<file path="src/rtl/pipeline_hazard_ctrl_pkg.sv">
// Shared types for the pipeline hazard controller: stage-slot payload,
// bubble constant, FSM states and the source-match helper.
package pipeline_hazard_ctrl_pkg;

  localparam int unsigned REG_AW    = 5;
  localparam int unsigned CNT_W_DEF = 16;

  typedef struct packed {
    logic              valid;
    logic [REG_AW-1:0] rs;
    logic [REG_AW-1:0] rt;
    logic [REG_AW-1:0] dst;
    logic              regwrite;
    logic              memread;
  } stage_slot_t;

  localparam stage_slot_t BUBBLE = '0;

  typedef enum logic {
    RUN    = 1'b0,
    FREEZE = 1'b1
  } hz_state_e;

  // True when an operand is actually read and names the given register
  function automatic logic src_hits(input logic              uses,
                                    input logic [REG_AW-1:0] src,
                                    input logic [REG_AW-1:0] dst);
    return uses && (src == dst);
  endfunction

endpackage

</file>
<file path="src/rtl/pipeline_hazard_ctrl_if.sv">
// ID-stage request and hazard/forwarding-tag response bundle between the
// pipeline datapath (master) and the hazard controller (slave).
interface pipeline_hazard_ctrl_if
  import pipeline_hazard_ctrl_pkg::*;
#(
  parameter int unsigned CNT_W = CNT_W_DEF
);

  logic              id_valid_i;
  logic [REG_AW-1:0] id_rs_i;
  logic [REG_AW-1:0] id_rt_i;
  logic              id_uses_rs_i;
  logic              id_uses_rt_i;
  logic [REG_AW-1:0] id_dst_i;
  logic              id_regwrite_i;
  logic              id_memread_i;
  logic              branch_taken_i;
  logic              mem_busy_i;

  logic              stall_pc_o;
  logic              stall_ifid_o;
  logic              flush_ifid_o;
  logic [REG_AW-1:0] RSaddr_IDEX_o;
  logic [REG_AW-1:0] RTaddr_IDEX_o;
  logic [REG_AW-1:0] WriteReg_EXMEM_o;
  logic [REG_AW-1:0] WriteReg_MEMWB_o;
  logic              RegWrite_MEM;
  logic              RegWrite_WB;
  logic [CNT_W-1:0]  stall_cnt_o;
  logic [CNT_W-1:0]  flush_cnt_o;

  modport master (
    output id_valid_i, id_rs_i, id_rt_i, id_uses_rs_i, id_uses_rt_i,
           id_dst_i, id_regwrite_i, id_memread_i, branch_taken_i, mem_busy_i,
    input  stall_pc_o, stall_ifid_o, flush_ifid_o, RSaddr_IDEX_o,
           RTaddr_IDEX_o, WriteReg_EXMEM_o, WriteReg_MEMWB_o, RegWrite_MEM,
           RegWrite_WB, stall_cnt_o, flush_cnt_o
  );

  modport slave (
    input  id_valid_i, id_rs_i, id_rt_i, id_uses_rs_i, id_uses_rt_i,
           id_dst_i, id_regwrite_i, id_memread_i, branch_taken_i, mem_busy_i,
    output stall_pc_o, stall_ifid_o, flush_ifid_o, RSaddr_IDEX_o,
           RTaddr_IDEX_o, WriteReg_EXMEM_o, WriteReg_MEMWB_o, RegWrite_MEM,
           RegWrite_WB, stall_cnt_o, flush_cnt_o
  );

endinterface

</file>
<file path="src/rtl/pipeline_hazard_ctrl_sat_counter.sv">
// Saturating event counter: counts up on i_inc, sticks at all-ones,
// clears on reset.
module hazard_sat_counter #(
  parameter int unsigned CNT_W = 16
) (
  input  logic             clk_i,
  input  logic             rst_i,
  input  logic             i_inc,
  output logic [CNT_W-1:0] o_cnt
);

  logic [CNT_W-1:0] r_cnt;

  always_ff @(posedge clk_i or negedge rst_i) begin
    if (!rst_i) begin
      r_cnt <= '0;
    end else if (i_inc && (r_cnt != {CNT_W{1'b1}})) begin
      r_cnt <= r_cnt + CNT_W'(1);
    end
  end

  assign o_cnt = r_cnt;

endmodule

</file>
<file path="src/rtl/pipeline_hazard_ctrl.sv">
// Tracks EX/MEM/WB stage slots, publishes forwarding tags, and raises
// load-use stall, taken-branch flush and memory-wait freeze controls.
module pipeline_hazard_ctrl
  import pipeline_hazard_ctrl_pkg::*;
#(
  parameter int unsigned CNT_W = CNT_W_DEF
) (
  input logic                   clk_i,
  input logic                   rst_i,
  pipeline_hazard_ctrl_if.slave hz
);

  stage_slot_t r_ex;
  stage_slot_t r_mem;
  stage_slot_t r_wb;
  stage_slot_t w_id_slot;
  stage_slot_t w_ex_nxt;
  hz_state_e   r_state;
  hz_state_e   w_state_nxt;

  logic w_load_use;
  logic w_run_stall;
  logic w_run_flush;
  logic w_advance;
  logic w_stall;
  logic w_flush;
  logic w_stall_evt;
  logic w_flush_evt;
  logic [CNT_W-1:0] w_stall_cnt;
  logic [CNT_W-1:0] w_flush_cnt;
  logic w_unused_wb;

  // ID instruction as it would be captured into EX
  always_comb begin
    w_id_slot          = BUBBLE;
    w_id_slot.valid    = hz.id_valid_i;
    w_id_slot.rs       = hz.id_rs_i;
    w_id_slot.rt       = hz.id_rt_i;
    w_id_slot.dst      = hz.id_dst_i;
    w_id_slot.regwrite = hz.id_regwrite_i;
    w_id_slot.memread  = hz.id_memread_i;
  end

  // A load writing r0 never stalls its consumer
  assign w_load_use = hz.id_valid_i & r_ex.valid & r_ex.memread &
                      (r_ex.dst != '0) &
                      (src_hits(hz.id_uses_rs_i, hz.id_rs_i, r_ex.dst) |
                       src_hits(hz.id_uses_rt_i, hz.id_rt_i, r_ex.dst));

  // Non-frozen cycle: flush outranks load-use since the stalled op is discarded
  always_comb begin
    w_ex_nxt    = w_id_slot;
    w_run_flush = 1'b0;
    w_run_stall = 1'b0;
    if (hz.branch_taken_i) begin
      w_ex_nxt    = BUBBLE;
      w_run_flush = 1'b1;
    end else if (w_load_use) begin
      w_ex_nxt    = BUBBLE;
      w_run_stall = 1'b1;
    end
  end

  // Next state and per-cycle pipeline controls
  always_comb begin
    w_state_nxt = r_state;
    w_advance   = 1'b0;
    w_stall     = 1'b0;
    w_flush     = 1'b0;
    case (r_state)
      RUN: begin
        if (hz.mem_busy_i) begin
          w_state_nxt = FREEZE;
          w_stall     = 1'b1;
        end else begin
          w_advance = 1'b1;
          w_stall   = w_run_stall;
          w_flush   = w_run_flush;
        end
      end
      FREEZE: begin
        if (hz.mem_busy_i) begin
          w_stall = 1'b1;
        end else begin
          w_state_nxt = RUN;
          w_advance   = 1'b1;
          w_stall     = w_run_stall;
          w_flush     = w_run_flush;
        end
      end
      default: w_state_nxt = RUN;
    endcase
  end

  assign w_stall_evt = w_advance & w_run_stall;
  assign w_flush_evt = w_advance & w_run_flush;

  always_ff @(posedge clk_i or negedge rst_i) begin
    if (!rst_i) begin
      r_state <= RUN;
      r_ex    <= BUBBLE;
      r_mem   <= BUBBLE;
      r_wb    <= BUBBLE;
    end else begin
      r_state <= w_state_nxt;
      if (w_advance) begin
        r_wb  <= r_mem;
        r_mem <= r_ex;
        r_ex  <= w_ex_nxt;
      end
    end
  end

  hazard_sat_counter #(
    .CNT_W (CNT_W)
  ) u_stall_cnt (
    .clk_i (clk_i),
    .rst_i (rst_i),
    .i_inc (w_stall_evt),
    .o_cnt (w_stall_cnt)
  );

  hazard_sat_counter #(
    .CNT_W (CNT_W)
  ) u_flush_cnt (
    .clk_i (clk_i),
    .rst_i (rst_i),
    .i_inc (w_flush_evt),
    .o_cnt (w_flush_cnt)
  );

  // Controls are held low while reset is asserted, whatever the inputs do
  assign hz.stall_pc_o       = w_stall & rst_i;
  assign hz.stall_ifid_o     = w_stall & rst_i;
  assign hz.flush_ifid_o     = w_flush & rst_i;
  assign hz.RSaddr_IDEX_o    = r_ex.rs;
  assign hz.RTaddr_IDEX_o    = r_ex.rt;
  assign hz.WriteReg_EXMEM_o = r_mem.dst;
  assign hz.WriteReg_MEMWB_o = r_wb.dst;
  assign hz.RegWrite_MEM     = r_mem.valid & r_mem.regwrite;
  assign hz.RegWrite_WB      = r_wb.valid & r_wb.regwrite;
  assign hz.stall_cnt_o      = w_stall_cnt;
  assign hz.flush_cnt_o      = w_flush_cnt;

  assign w_unused_wb = ^{r_wb.rs, r_wb.rt, r_wb.memread};

endmodule

</file>
<file path="src/flat_wrapper.sv">
// flat-port wrapper written by rule: the top's interface ports become plain ports
module pipeline_hazard_ctrl_flat import pipeline_hazard_ctrl_pkg::*;
#(
  parameter int unsigned CNT_W = CNT_W_DEF
)
  (clk_i, rst_i, hz_id_valid_i, hz_id_rs_i, hz_id_rt_i, hz_id_uses_rs_i, hz_id_uses_rt_i, hz_id_dst_i, hz_id_regwrite_i, hz_id_memread_i, hz_branch_taken_i, hz_mem_busy_i, hz_stall_pc_o, hz_stall_ifid_o, hz_flush_ifid_o, hz_RSaddr_IDEX_o, hz_RTaddr_IDEX_o, hz_WriteReg_EXMEM_o, hz_WriteReg_MEMWB_o, hz_RegWrite_MEM, hz_RegWrite_WB, hz_stall_cnt_o, hz_flush_cnt_o);
  pipeline_hazard_ctrl_if #(.CNT_W(CNT_W)) hz_i ();
  input logic clk_i;
  input logic rst_i;
  input wire logic [$bits(hz_i.id_valid_i)-1:0] hz_id_valid_i;
  input wire logic [$bits(hz_i.id_rs_i)-1:0] hz_id_rs_i;
  input wire logic [$bits(hz_i.id_rt_i)-1:0] hz_id_rt_i;
  input wire logic [$bits(hz_i.id_uses_rs_i)-1:0] hz_id_uses_rs_i;
  input wire logic [$bits(hz_i.id_uses_rt_i)-1:0] hz_id_uses_rt_i;
  input wire logic [$bits(hz_i.id_dst_i)-1:0] hz_id_dst_i;
  input wire logic [$bits(hz_i.id_regwrite_i)-1:0] hz_id_regwrite_i;
  input wire logic [$bits(hz_i.id_memread_i)-1:0] hz_id_memread_i;
  input wire logic [$bits(hz_i.branch_taken_i)-1:0] hz_branch_taken_i;
  input wire logic [$bits(hz_i.mem_busy_i)-1:0] hz_mem_busy_i;
  output wire logic [$bits(hz_i.stall_pc_o)-1:0] hz_stall_pc_o;
  output wire logic [$bits(hz_i.stall_ifid_o)-1:0] hz_stall_ifid_o;
  output wire logic [$bits(hz_i.flush_ifid_o)-1:0] hz_flush_ifid_o;
  output wire logic [$bits(hz_i.RSaddr_IDEX_o)-1:0] hz_RSaddr_IDEX_o;
  output wire logic [$bits(hz_i.RTaddr_IDEX_o)-1:0] hz_RTaddr_IDEX_o;
  output wire logic [$bits(hz_i.WriteReg_EXMEM_o)-1:0] hz_WriteReg_EXMEM_o;
  output wire logic [$bits(hz_i.WriteReg_MEMWB_o)-1:0] hz_WriteReg_MEMWB_o;
  output wire logic [$bits(hz_i.RegWrite_MEM)-1:0] hz_RegWrite_MEM;
  output wire logic [$bits(hz_i.RegWrite_WB)-1:0] hz_RegWrite_WB;
  output wire logic [$bits(hz_i.stall_cnt_o)-1:0] hz_stall_cnt_o;
  output wire logic [$bits(hz_i.flush_cnt_o)-1:0] hz_flush_cnt_o;
  assign hz_i.id_valid_i = hz_id_valid_i;
  assign hz_i.id_rs_i = hz_id_rs_i;
  assign hz_i.id_rt_i = hz_id_rt_i;
  assign hz_i.id_uses_rs_i = hz_id_uses_rs_i;
  assign hz_i.id_uses_rt_i = hz_id_uses_rt_i;
  assign hz_i.id_dst_i = hz_id_dst_i;
  assign hz_i.id_regwrite_i = hz_id_regwrite_i;
  assign hz_i.id_memread_i = hz_id_memread_i;
  assign hz_i.branch_taken_i = hz_branch_taken_i;
  assign hz_i.mem_busy_i = hz_mem_busy_i;
  assign hz_stall_pc_o = hz_i.stall_pc_o;
  assign hz_stall_ifid_o = hz_i.stall_ifid_o;
  assign hz_flush_ifid_o = hz_i.flush_ifid_o;
  assign hz_RSaddr_IDEX_o = hz_i.RSaddr_IDEX_o;
  assign hz_RTaddr_IDEX_o = hz_i.RTaddr_IDEX_o;
  assign hz_WriteReg_EXMEM_o = hz_i.WriteReg_EXMEM_o;
  assign hz_WriteReg_MEMWB_o = hz_i.WriteReg_MEMWB_o;
  assign hz_RegWrite_MEM = hz_i.RegWrite_MEM;
  assign hz_RegWrite_WB = hz_i.RegWrite_WB;
  assign hz_stall_cnt_o = hz_i.stall_cnt_o;
  assign hz_flush_cnt_o = hz_i.flush_cnt_o;
  pipeline_hazard_ctrl #(.CNT_W(CNT_W)) u_core (.clk_i(clk_i), .rst_i(rst_i), .hz(hz_i));
endmodule
</file>
<file path="config.mk">
export PLATFORM = sky130hd
export DESIGN_NAME = pipeline_hazard_ctrl_flat
export DESIGN_NICKNAME = d
export VERILOG_FILES = /design/src/rtl/pipeline_hazard_ctrl_pkg.sv /design/src/rtl/pipeline_hazard_ctrl_if.sv /design/src/rtl/pipeline_hazard_ctrl_sat_counter.sv /design/src/rtl/pipeline_hazard_ctrl.sv /design/src/flat_wrapper.sv
export SDC_FILE = /design/constraint.sdc
export NUM_CORES = 1
export LEC_CHECK = 0
export ABC_CLOCK_PERIOD_IN_PS = 4100
export BUFFER_PORTS_ARGS = -buffer_cell sky130_fd_sc_hd__buf_4
export CAP_MARGIN = 20
export CORE_MARGIN = 2
export CORE_UTILIZATION = 35
export CTS_BUF_LIST = sky130_fd_sc_hd__clkbuf_16
export DETAILED_ROUTE_END_ITERATION = 16
export GPL_TIMING_DRIVEN = 0
export MAX_ROUTING_LAYER = met4
export PLACE_DENSITY = 0.62
export RECOVER_POWER = 50
export SLEW_MARGIN = 20
export SYNTH_ARGS = -nofsm -noshare
export SYNTH_HDL_FRONTEND = slang
export SYNTH_SLANG_ARGS = --single-unit
</file>
<file path="constraint.sdc">
create_clock -name clk_i -period 4.1 [get_ports clk_i]
set_input_delay 0.615 -clock clk_i [delete_from_list [all_inputs] [get_ports clk_i]]
set_output_delay 0.615 -clock clk_i [all_outputs]
set_load 0.03 [all_outputs]
</file>
==> results_dict.tcl <==
set metrics [dict create \
    slowest_delay_ns 0.47 \
    crit_path_top_delay_cell "o22ai_2" \
    finalClockSkew_ns 0.00632 \
    coreArea_um2 8300 \
    grtUsageMet3_pct 3.53 \
    met2_usage_pct 22.1 \
    crit_path_cell_trace "xnor2_1, nand4_1, o22ai_2, clkbuf_1, a21oi_1, nor2_1, buf_4, buf_4" \
    grtUsageTotal_pct 15.1 \
    grt-ovfl-total 0 \
    synth.distinct_cells 35 \
    cp-start-kind "flop" \
    syn_inst 261 \
    multiInputGateArea_um2 1230 \
    hpwlAfterDp_um 4860 \
    clock_path_buffers 2 \
    synth_seq_cells 64 \
    hold_path.class "flop to flop" \
    cap_violations 1 \
    grt_util_met1_pct 20.5 \
    path_clk_slew_ns 0.05 \
    cts_buffers 9 \
    drt-initial-drc-count 72 \
    cts_resized 0 \
    finalWorstSetupSlack_ns 0.977 \
    ir_worst_vdd_mv 0.217 \
    muxShareOfSynthArea_pct 5.94 \
    fin_setup_tns_ns 0 \
    drc 0 \
    finalInstanceArea_um2 3970 \
    synth-edff-count 0 \
    maxClockFrequency_mhz 320 \
    ys.flop_type "dfrtp_1" \
    ys_seq_area_share_pct 52.8 \
    clk-insertion-delay-late_ns 0.32 \
    layout-drive-gt1-share_pct 34.0 \
    layout_commonest_cell "buf_4" \
    critPathArrivalTime_ns 2.51 \
    dr_total_vias 2274 \
    clockRootBuffer "clkbuf_16" \
    finalSetupViolations 0 \
    dr.pass1.iters 4 \
    period_share_pct 76.2 \
    rows 33 \
    antenna_left 0 \
    hold_viol 0 \
    status "finished, violations left" \
    synth-xor-area-share_pct 11.0 \
    violations "max-capacitance violations, max-slew violations" \
    synth_top_area_share_pct 52.8 \
    post_cts_buffers 0 \
    areaGrowthSynthToFinish_pct 30.8 \
    slew_violations 66 \
    power_density_nw_per_um2 474 \
    synthArstFlopShare_pct 100 \
    grt_pass1_wl_um 11200 \
    pin_count 81 \
    cpMostUsedCell "buf_4" \
    diodes 0 \
    grt_pass1_vias 2232 \
    worstReg2RegStart "u_core.r_ex[2]$_DFFE_PN0N_" \
    leakage_nw 1.85 \
    r2r_slack_ns 1.96 \
    regArea_um2 1600 \
    setup.worst_path.start "u_core.r_ex[6]$_DFFE_PN0N_" \
    relSlewSlack_pct -7.71 \
    die-area_um2 9430 \
    dpl-instance-area_um2 3760 \
    grt_max_degree 66 \
    tightest_slew_ns 1.62 \
    synth_area_leader_cell "dfrtp_1" \
    clock_sinks 64 \
    dpl_worst_slack_ns 1.02 \
    syn-num-nets 287 \
    nFillCells 798 \
    routedWlPerCell_um 14.4 \
    synth_simple_gate_area_share_pct 14.1 \
    ys_warn_count 0 \
    min_from "u_core.u_flush_cnt.o_cnt[8]$_DFFE_PN0P_" \
    cts_tree "done" \
    end_kind "output pin" \
    nNetsFinal 377 \
    synth-compound-area-share_pct 8.74 \
    cts_max_level 3 \
    initial_utilization_pct 36.6 \
    hold_buffers 0 \
    ys_top_cells_by_area "dfrtp_1, xnor2_1, mux2_2" \
    die_h_um 97.1 \
    most-common-layout-cells "buf_4, dfrtp_1, xnor2_1" \
    min_period_ns 3.12 \
    avgSynthCellArea_um2 11.6 \
    numPortBuffers 79 \
    required_ns 3.48 \
    synth_top_family_by_area "simple AND/OR/NAND/NOR gates" \
    rsz0062_at_grt "no" \
    drt-total-wl_um 6650 \
    synth-adder-area-share_pct 0.824 \
    holdWs_ns 0.487 \
    p_total_mw 1.88 \
    antenna_found_initial 0 \
    die_w_um 97.1 \
    worst-setup-path-type "flop to output pin" \
    cp_max_fo 10 \
    grt-busiest-layer "met2" \
    globalplace.congestion 0.802 \
    vias_per_cell 4.93 \
    netlist_area_um2 3040 \
]
==> report_power, final <==
group	switching, mW	leakage (nW)	internal (mW)
logic	0.198	0.840	0.155
clock network	0.253	0.161	0.522
registers	0.0617	0.854	0.693
==> cell families (layout without fill, tap and decap cells) <==
logic type	after synthesis	in the layout
AOI/OAI and AO/OA	29	29
adders and majority gates	2	2
buffers and inverters	31	126
muxes	16	16
xor gates and xnor gates	38	38
and+or+nand+nor	81	81
DFF	64	64
==> synth_stat cells (2+ instances only) <==
master,n
dfrtp_1,64
xnor2_1,34
buf_4,21
mux2_2,16
nand3_1,16
nand2_1,15
nand4_1,14
a22o_2,10
and3_1,9
a22o_1,8
nor2_1,8
nor3_1,6
a21oi_1,5
clkbuf_1,5
xor2_1,4
and2_1,3
nor4_1,3
ha_1,2
nand2b_1,2
==> area by class of cell <==
type	instances	area share [%]
buffer	29	4.95
timing repair buffer	79	12.5
multi-input combinational	166	31.0
sequential	64	40.4
tap	105	3.31
inverter	2	0.189
clock buffer	9	5.67
clock inverter	7	2.02
==> sequential cells by signal, summed over array words and instances, names as in the netlist <==
signal	flops
u_core.r_mem	2
u_core.u_stall_cnt.o_cnt	16
u_core.r_ex	8
u_core.hz.WriteReg_EXMEM_o	5
u_core.r_wb	2
u_core.hz.WriteReg_MEMWB_o	5
u_core.hz.RSaddr_IDEX_o	5
u_core.hz.RTaddr_IDEX_o	5
u_core.u_flush_cnt.o_cnt	16
==> per-layer routing <==
layer	vias up	part of all wire [%]
met1	1105	47
met4	0	1.9
met3	12	3.6
li1	1104	-
met5	-	0
met2	53	48
==> critical path: cells and delay by family, from the launching register on <==
family / cells / cell delay [ns]
xor+xnor: 1 / 0.18
compound gates: 2 / 0.61
flops: 1 / 0.46
buf+inv: 3 / 0.68
simple gates: 2 / 0.26
==> metrics by stage <==
stage	instances	util [%]
5_1_grt	461	47.8
6_report	461	47.8
2_1_floorplan	261	-
3_5_place_dp	445	45.3
4_1_cts	461	49.0
3_3_place_gp	445	45.3
==> final timing paths <==
path / end / cells past startpoint
min in group asynchronous: u_core.hz.WriteReg_MEMWB_o[4]$_DFFE_PN0N_ / 1
hold reg to reg: u_core.u_flush_cnt.o_cnt[8]$_DFFE_PN0P_ / 1
setup / recovery: hz_stall_pc_o / 8
setup reg to reg: u_core.r_ex[4]$_DFFE_PN0N_ / 6
max in group asynchronous: u_core.u_stall_cnt.o_cnt[12]$_DFFE_PN0P_ / 1
hold / removal: u_core.u_flush_cnt.o_cnt[8]$_DFFE_PN0P_ / 1
Note: power is estimated with default switching activity, not from simulation.
